### src/rtl/multicycle_control_unit.sv
// Multicycle MIPS control unit.
// Each instruction moves through FETCH/DECODE/EXEC/MEM/WB. The FSM waits in
// FETCH for ihit and in MEM for dhit, and drives the per-state datapath
// enables. A miss watchdog and a saturating stall counter are included.

package cpu_types_pkg;

    // ALU operations understood by the datapath ALU.
    typedef enum logic [3:0] {
        ALU_SLL  = 4'd0,
        ALU_SRL  = 4'd1,
        ALU_ADD  = 4'd2,
        ALU_SUB  = 4'd3,
        ALU_AND  = 4'd4,
        ALU_OR   = 4'd5,
        ALU_XOR  = 4'd6,
        ALU_NOR  = 4'd7,
        ALU_SLT  = 4'd8,
        ALU_SLTU = 4'd9
    } aluop_t;

    // Primary opcodes (instr[31:26]).
    typedef enum logic [5:0] {
        OP_RTYPE = 6'h00,
        OP_J     = 6'h02,
        OP_JAL   = 6'h03,
        OP_BEQ   = 6'h04,
        OP_BNE   = 6'h05,
        OP_ADDI  = 6'h08,
        OP_ADDIU = 6'h09,
        OP_SLTI  = 6'h0A,
        OP_SLTIU = 6'h0B,
        OP_ANDI  = 6'h0C,
        OP_ORI   = 6'h0D,
        OP_XORI  = 6'h0E,
        OP_LUI   = 6'h0F,
        OP_LW    = 6'h23,
        OP_LBU   = 6'h24,
        OP_LHU   = 6'h25,
        OP_SB    = 6'h28,
        OP_SH    = 6'h29,
        OP_SW    = 6'h2B,
        OP_HALT  = 6'h3F
    } opcode_t;

    // R-type function codes (instr[5:0]).
    typedef enum logic [5:0] {
        F_SLL  = 6'h00,
        F_SRL  = 6'h02,
        F_JR   = 6'h08,
        F_ADD  = 6'h20,
        F_ADDU = 6'h21,
        F_SUB  = 6'h22,
        F_SUBU = 6'h23,
        F_AND  = 6'h24,
        F_OR   = 6'h25,
        F_XOR  = 6'h26,
        F_NOR  = 6'h27,
        F_SLT  = 6'h2A,
        F_SLTU = 6'h2B
    } funct_t;

endpackage

module multicycle_control_unit
    import cpu_types_pkg::*;
#(
    parameter int TIMEOUT = 0,
    parameter int STALL_W = 16
) (
    input  logic               CLK,
    input  logic               RST,
    input  logic [31:0]        instr,
    input  logic               ihit,
    input  logic               dhit,
    input  logic               Equal,
    output logic               iREN,
    output logic               dREN,
    output logic               dWEN,
    output logic               IRWr,
    output logic               PCWr,
    output logic               MDRWr,
    output logic               RegWr,
    output logic [1:0]         PCSrc,
    output logic [1:0]         RegDst,
    output logic               ExtOp,
    output logic               ALUSrc,
    output logic               MemtoReg,
    output logic               JumpReg,
    output logic               LUI,
    output aluop_t             ALUCtr,
    output logic [1:0]         LDsel,
    output logic [1:0]         SVsel,
    output logic               retire,
    output logic               halt,
    output logic               err,
    output logic [STALL_W-1:0] stall_cnt
);

    typedef enum logic [2:0] {
        S_FETCH, S_DECODE, S_EXEC, S_MEM, S_WB, S_HALTED, S_FAULT
    } state_t;

    // Coarse instruction class that steers the sequencing.
    typedef enum logic [3:0] {
        C_NOP, C_ALU, C_LOAD, C_STORE, C_BRANCH, C_JR, C_J, C_JAL, C_HALT
    } iclass_t;

    typedef struct packed {
        iclass_t    cls;
        logic       bne;
        logic       ext_op;
        logic       alu_src;
        logic       mem_to_reg;
        logic       lui;
        logic [1:0] reg_dst;
        logic [1:0] ld_sel;
        logic [1:0] sv_sel;
        aluop_t     alu_ctr;
    } decode_t;

    // Miss counter only needs to reach TIMEOUT-1; the next miss faults.
    localparam int MISS_W = (TIMEOUT > 1) ? $clog2(TIMEOUT) : 1;
    localparam logic [MISS_W-1:0] MISS_LAST =
        (TIMEOUT > 0) ? MISS_W'(TIMEOUT - 1) : '0;

    state_t             state, next_state;
    logic [31:0]        ir;
    decode_t            dec;
    logic [MISS_W-1:0]  miss_cnt;
    logic [STALL_W-1:0] stall_q;
    logic               miss;
    logic               wd_expire;

    // Register-number and immediate fields of IR belong to the datapath.
    logic unused_ir_fields;
    assign unused_ir_fields = ^ir[25:6];

    // A waiting cycle: the memory this state is blocked on did not hit.
    assign miss = ((state == S_FETCH) && !ihit) || ((state == S_MEM) && !dhit);
    assign wd_expire = (TIMEOUT > 0) && miss && (miss_cnt == MISS_LAST);
    assign stall_cnt = stall_q;

    // Field decode of the latched instruction, same table as the single-cycle decoder.
    always_comb begin
        dec.cls        = C_ALU;
        dec.bne        = 1'b0;
        dec.ext_op     = 1'b0;
        dec.alu_src    = 1'b0;
        dec.mem_to_reg = 1'b0;
        dec.lui        = 1'b0;
        dec.reg_dst    = 2'd0;
        dec.ld_sel     = 2'd0;
        dec.sv_sel     = 2'd0;
        dec.alu_ctr    = ALU_ADD;
        case (ir[31:26])
            OP_RTYPE: begin
                dec.reg_dst = 2'd1;
                case (ir[5:0])
                    F_SLL:          dec.alu_ctr = ALU_SLL;
                    F_SRL:          dec.alu_ctr = ALU_SRL;
                    F_ADD, F_ADDU:  dec.alu_ctr = ALU_ADD;
                    F_SUB, F_SUBU:  dec.alu_ctr = ALU_SUB;
                    F_AND:          dec.alu_ctr = ALU_AND;
                    F_OR:           dec.alu_ctr = ALU_OR;
                    F_XOR:          dec.alu_ctr = ALU_XOR;
                    F_NOR:          dec.alu_ctr = ALU_NOR;
                    F_SLT:          dec.alu_ctr = ALU_SLT;
                    F_SLTU:         dec.alu_ctr = ALU_SLTU;
                    F_JR:           dec.cls     = C_JR;
                    default:        dec.cls     = C_NOP;
                endcase
            end
            OP_ADDI, OP_ADDIU: begin
                dec.ext_op  = 1'b1;
                dec.alu_src = 1'b1;
            end
            OP_SLTI: begin
                dec.ext_op  = 1'b1;
                dec.alu_src = 1'b1;
                dec.alu_ctr = ALU_SLT;
            end
            OP_SLTIU: begin
                dec.ext_op  = 1'b1;
                dec.alu_src = 1'b1;
                dec.alu_ctr = ALU_SLTU;
            end
            OP_ANDI: begin
                dec.alu_src = 1'b1;
                dec.alu_ctr = ALU_AND;
            end
            OP_ORI: begin
                dec.alu_src = 1'b1;
                dec.alu_ctr = ALU_OR;
            end
            OP_XORI: begin
                dec.alu_src = 1'b1;
                dec.alu_ctr = ALU_XOR;
            end
            OP_LUI: begin
                dec.alu_src = 1'b1;
                dec.lui     = 1'b1;
            end
            OP_BEQ, OP_BNE: begin
                dec.cls     = C_BRANCH;
                dec.bne     = (ir[31:26] == OP_BNE);
                dec.ext_op  = 1'b1;
                dec.alu_ctr = ALU_SUB;
            end
            OP_J: dec.cls = C_J;
            OP_JAL: begin
                dec.cls     = C_JAL;
                dec.reg_dst = 2'd2;
            end
            OP_LW, OP_LBU, OP_LHU: begin
                dec.cls        = C_LOAD;
                dec.ext_op     = 1'b1;
                dec.alu_src    = 1'b1;
                dec.mem_to_reg = 1'b1;
                dec.ld_sel     = (ir[31:26] == OP_LBU) ? 2'd1 :
                                 (ir[31:26] == OP_LHU) ? 2'd2 : 2'd0;
            end
            OP_SB, OP_SH, OP_SW: begin
                dec.cls     = C_STORE;
                dec.ext_op  = 1'b1;
                dec.alu_src = 1'b1;
                dec.sv_sel  = (ir[31:26] == OP_SB) ? 2'd1 :
                              (ir[31:26] == OP_SH) ? 2'd2 : 2'd0;
            end
            OP_HALT: dec.cls = C_HALT;
            default: dec.cls = C_NOP;
        endcase
    end

    // Next-state selection and per-state datapath controls.
    always_comb begin
        // NOTE: every output and next_state is defaulted first so no path through the case infers a latch.
        next_state = state;
        iREN     = 1'b0;
        dREN     = 1'b0;
        dWEN     = 1'b0;
        IRWr     = 1'b0;
        PCWr     = 1'b0;
        MDRWr    = 1'b0;
        RegWr    = 1'b0;
        PCSrc    = 2'd0;
        RegDst   = 2'd0;
        ExtOp    = 1'b0;
        ALUSrc   = 1'b0;
        MemtoReg = 1'b0;
        JumpReg  = 1'b0;
        LUI      = 1'b0;
        ALUCtr   = ALU_SLL;
        LDsel    = 2'd0;
        SVsel    = 2'd0;
        retire   = 1'b0;
        halt     = 1'b0;
        err      = 1'b0;

        // IR is stable from DECODE to WB, so its decode is presented throughout.
        if (state inside {S_DECODE, S_EXEC, S_MEM, S_WB}) begin
            ExtOp    = dec.ext_op;
            ALUSrc   = dec.alu_src;
            MemtoReg = dec.mem_to_reg;
            LUI      = dec.lui;
            RegDst   = dec.reg_dst;
            ALUCtr   = dec.alu_ctr;
            LDsel    = dec.ld_sel;
            SVsel    = dec.sv_sel;
        end

        unique case (state)
            S_FETCH: begin
                iREN = 1'b1;
                // Reset forces FETCH asynchronously; gating keeps IR/PC writes quiet while it is held.
                if (ihit && !RST) begin
                    IRWr       = 1'b1;
                    PCWr       = 1'b1;
                    next_state = S_DECODE;
                end else if (wd_expire) begin
                    next_state = S_FAULT;
                end
            end
            S_DECODE: begin
                unique case (dec.cls)
                    C_HALT: next_state = S_HALTED;
                    C_J: begin
                        PCWr       = 1'b1;
                        PCSrc      = 2'd2;
                        retire     = 1'b1;
                        next_state = S_FETCH;
                    end
                    C_JAL: begin
                        PCWr       = 1'b1;
                        PCSrc      = 2'd2;
                        RegWr      = 1'b1;
                        JumpReg    = 1'b1;
                        retire     = 1'b1;
                        next_state = S_FETCH;
                    end
                    C_NOP: begin
                        retire     = 1'b1;
                        next_state = S_FETCH;
                    end
                    default: next_state = S_EXEC;
                endcase
            end
            S_EXEC: begin
                unique case (dec.cls)
                    C_BRANCH: begin
                        PCWr       = dec.bne ? !Equal : Equal;
                        PCSrc      = 2'd1;
                        retire     = 1'b1;
                        next_state = S_FETCH;
                    end
                    C_JR: begin
                        PCWr       = 1'b1;
                        PCSrc      = 2'd3;
                        retire     = 1'b1;
                        next_state = S_FETCH;
                    end
                    C_LOAD, C_STORE: next_state = S_MEM;
                    C_ALU:           next_state = S_WB;
                    default:         next_state = S_FETCH;
                endcase
            end
            S_MEM: begin
                dREN = (dec.cls == C_LOAD);
                dWEN = (dec.cls == C_STORE);
                if (dhit) begin
                    if (dec.cls == C_LOAD) begin
                        MDRWr      = 1'b1;
                        next_state = S_WB;
                    end else begin
                        retire     = 1'b1;
                        next_state = S_FETCH;
                    end
                end else if (wd_expire) begin
                    next_state = S_FAULT;
                end
            end
            S_WB: begin
                RegWr      = 1'b1;
                retire     = 1'b1;
                next_state = S_FETCH;
            end
            S_HALTED: halt = 1'b1;
            S_FAULT: begin
                halt = 1'b1;
                err  = 1'b1;
            end
            default: next_state = S_FETCH;
        endcase
    end

    // State register and instruction register.
    always_ff @(posedge CLK or posedge RST) begin
        if (RST) begin
            state <= S_FETCH;
            // NOTE: IR is reset so the decode it feeds is defined from the first cycle.
            ir    <= '0;
        end else begin
            // NOTE: non-blocking updates so every register here samples pre-edge values.
            state <= next_state;
            if ((state == S_FETCH) && ihit) begin
                ir <= instr;
            end
        end
    end

    // Consecutive-miss watchdog counter and saturating stall counter.
    always_ff @(posedge CLK or posedge RST) begin
        if (RST) begin
            miss_cnt <= '0;
            stall_q  <= '0;
        end else begin
            if ((TIMEOUT > 0) && miss && !wd_expire) begin
                miss_cnt <= miss_cnt + 1'b1;
            end else begin
                miss_cnt <= '0;
            end
            if (miss && (stall_q != '1)) begin
                stall_q <= stall_q + 1'b1;
            end
        end
    end

endmodule

### config.mk
export PLATFORM = sky130hd
export DESIGN_NAME = multicycle_control_unit
export DESIGN_NICKNAME = d
export VERILOG_FILES = /design/src/rtl/multicycle_control_unit.sv
export SDC_FILE = /design/constraint.sdc
export NUM_CORES = 1
export LEC_CHECK = 0
export ABC_AREA = 1
export BUFFER_PORTS_ARGS = -buffer_cell sky130_fd_sc_hd__buf_2
export CAP_MARGIN = 20
export CELL_PAD_IN_SITES_DETAIL_PLACEMENT = 0
export CELL_PAD_IN_SITES_GLOBAL_PLACEMENT = 1
export CORE_UTILIZATION = 34
export DETAILED_ROUTE_END_ITERATION = 8
export GPL_ROUTABILITY_DRIVEN = 0
export PLACE_DENSITY_LB_ADDON = 0.1
export SETUP_SLACK_MARGIN = 0.3
export SYNTH_ARGS = -nofsm -noshare
export SYNTH_HDL_FRONTEND = slang
export SYNTH_SLANG_ARGS = --single-unit
### constraint.sdc
create_clock -name CLK -period 1.7 [get_ports CLK]
set_input_delay 0.17 -clock CLK [delete_from_list [all_inputs] [get_ports CLK]]
set_output_delay 0.17 -clock CLK [all_outputs]
set_load 0.01 [all_outputs]
==> out/metrics.yaml <==
status: "complete, but fails checks"
violations: "setup timing"
antenna_found_initial: 0
route.detailed.wl_per_inst_um: 13.3
critPathTopFamily: "buffers and inverters"
final_util_pct: 66.0
fin_ws_ns: -0.292
synth_fp_nets: 353
crit_chain: "inv_4 > nand2_4 > inv_2 > nand3_4 > buf_4 > buf_6 > inv_4 > o211ai_1 > a21oi_1 > buf_2"
synth_top_area_cell: "dfrtp_1"
initial_core_util_pct: 35.9
post_drt_via_cell_ratio: 4.77
endpoint_kind: "primary output"
ys_top_cells_by_area: "dfrtp_1 36%, nand2_1 12%, nor2_1 9.3%"
grt_usage_pct: 20.5
drive_above_1_share_pct: 62.7
fin_worst_skew_ns: 0.0120
critPathBufInv: 6
p_leak_nw: 2.02
tns_ns: -2.59
numCtsBuffers: 5
antenna_cells: 0
cts_tree: "done"
drt-pass1-iter-count: 4
grt_setup_unrepaired: "true"
yosysTopAreaCellShare_pct: 35.7
fin_crit_ns: 1.99
num_io_pins: 80
clock-sinks: 31
fin_hold_ws_ns: 0.0908
nFillCells: 516
slew_headroom_pct: 72.9
vias: 2504
worstMarginPinSlew_ns: 0.407
synth_area_um2: 2170
critPathMaxStageDelay_ns: 0.46
grt_pass1_vias: 2356
portBuffers: 59
yosysWarnings: 0
syn_inst: 315
vdd_ir_drop_max_mv: 0.930
grt_first_pass_wirelength_um: 10500
ys_types: 33
report.final.setup_viol: 16
clk_path_buf_depth: 2
post-route-period-util_pct: 117
dpl.hpwl_um: 4530
hold_buffers: 0
die_width_um: 82.0
cp_max_fo: 4
hp-class: "input port to async pin"
start_kind: "flip-flop"
cp.required_ns: 1.53
hold_viol: 0
cts_root_buffer: "clkbuf_8"
syn_avg_cell_area_um2: 6.90
yosysSeqAreaShare_pct: 35.7
drt_wl_total_um: 7000
htreeDepth: 2
slew_viol_final: 0
timing.critical_path.mode_cell: "inv_4"
grt_overflow_total: 0
die_height_um: 82.0
cp_slowest_cell: "dfrtp_2"
fmax_mhz: 502
critPathKind: "flip-flop to primary output"
syn2layout_area_growth_pct: 83.9
coreArea_um2: 6060
die_area_um2: 6720
postRouteAntennaNets: 0
rows: 28
route.detailed.drc: 0
drv_cap: 0
powerDensity_nw_per_um2: 1490
nNetsFinal: 487
clk_pin_slew_ns: 0.08
synth_seq_cells: 31
drtIter0Drc: 61
clk_latency_ns: 0.28
arrival_ns: 1.82
grt_max_degree: 32
==> layer usage <==
| layer | share of wire (%) | up-vias | track usage, % |
|---|---|---|---|
| li1 | - | 1279 | - |
| met1 | 45 | 1169 | 25.0 |
| met2 | 52 | 54 | 37.3 |
| met3 | 3.4 | 2 | 3.56 |
| met4 | 0.39 | 0 | 4.21 |
| met5 | 0 | - | 0 |
==> worst reg2reg max path, cell delays in order (launching register included) <==
cell and delay (ns):
dfrtp_2 0.46, inv_4 0.11, nand2_4 0.05, inv_2 0.08, nand3_4 0.10, buf_4 0.16, buf_4 0.13, buf_4 0.12
buf_4 0.12, o21bai_1 0.16, nand2_1 0.07, nand3_1 0.07, nand3_1 0.08, nand2_1 0.05, nand2_1 0.05
==> synth_stat cells (all sizes together) <==
master / number
nor3: 10
o22ai: 3
dfrtp: 31
nand4: 4
clkbuf: 1
inv: 46
xnor2: 11
nor2: 59
nor3b: 1
o21ai: 11
nand3b: 2
o211a: 1
nor4: 2
ha: 1
xor2: 5
or2: 3
nand2: 71
nand3: 28
o21bai: 1
buf: 3
a31oi: 2
mux2: 4
a21oi: 14
o211ai: 1
==> report_power, final <==
| part | internal [W] | switching, W |
|---|---|---|
| combinational | 0.00193 | 0.00212 |
| clock | 0.000286 | 0.000286 |
| sequential | 0.000987 | 0.000343 |
| total | 0.00321 | 0.00275 |
==> stage by stage <==
| step | setup WS, ns | cells | total power, W | cell area [µm²] |
|---|---|---|---|---|
| 2_1_floorplan | 0.191 | 315 | 0.00270 | 2240 |
| 3_3_place_gp | -0.00404 | 477 | 0.00351 | 2850 |
| 3_5_place_dp | 0.00563 | 477 | 0.00354 | 2850 |
| 4_1_cts | -0.251 | 505 | 0.00523 | 3530 |
| 5_1_grt | -0.442 | 525 | 0.00634 | 4000 |
| 6_report | -0.292 | 525 | 0.00596 | 4000 |
==> kinds of logic (layout without fill, tap and decap cells) <==
logic type	after synthesis	in the layout	share of synthesized area (%)
DFF	31	31	35.7
and+or+nand+nor	180	180	37.5
xor gates and xnor gates	16	16	6.44
muxes	4	4	2.07
adders and majority gates	1	1	0.575
AOI/OAI and AO/OA	33	33	8.86
buffers and inverters	50	185	8.92
==> registers in the layout, indices dropped and copies added, names as in the netlist <==
name and count:
ir 12, state 3, stall_cnt 16
==> cell usage in the layout, fill, tap and decap left out, types with 5 or more instances in the layout <==
cell / Yosys / layout
buf_2: 2 / 49
buf_4: 1 / 48
nand2_1: 67 / 45
nor2_4: 4 / 30
buf_6: 0 / 28
dfrtp_1: 31 / 24
nor2_1: 54 / 22
inv_2: 6 / 21
inv_1: 40 / 19
nand3_1: 27 / 15
nand2_2: 4 / 14
xnor2_1: 11 / 11
nand2_4: 0 / 11
nand3_2: 1 / 10
a21oi_2: 0 / 10
nor2_2: 1 / 7
dfrtp_2: 0 / 7
xor2_1: 5 / 5
clkbuf_8: 0 / 5
==> area by class of cell <==
type | count | area (µm²) | area share, %
Timing Repair Buffer | 131 | 1050 | 26.2
Multi-Input combinational cell | 234 | 1790 | 44.7
Tap cell | 75 | 93.8 | 2.35
Inverter | 46 | 200 | 5.00
Clock buffer | 6 | 72.6 | 1.81
Sequential cell | 31 | 785 | 19.6
Clock inverter | 2 | 12.5 | 0.313
==> path summary, 6_finish.rpt <==
path	startpoint	end	depth (start not counted)	slack, ns
min in group CLK	instr[0]	ir[0]$_DFFE_PP0P_	2	0.13
worst max register to register	ir[27]$_DFFE_PP0P_	state[2]$_DFFE_PP0P_	14	-0.14
worst min-delay path	RST	state[1]$_DFFE_PP0P_	3	0.09
worst max-delay path	ir[27]$_DFFE_PP0P_	ALUCtr[0]	10	-0.29
worst min register to register	stall_cnt[9]$_DFFE_PP0P_	stall_cnt[9]$_DFFE_PP0P_	1	0.52
max in group asynchronous	RST	stall_cnt[2]$_DFFE_PP0P_	3	1.28
==> what timing repair did <==
item,in CTS,in global routing
pin swaps,25,33
endpoints found under the setup margin,49,58
gates cloned,1,1
buffers inserted,19,19
resized for setup,118,76
Power figures use the tool's default switching activity.
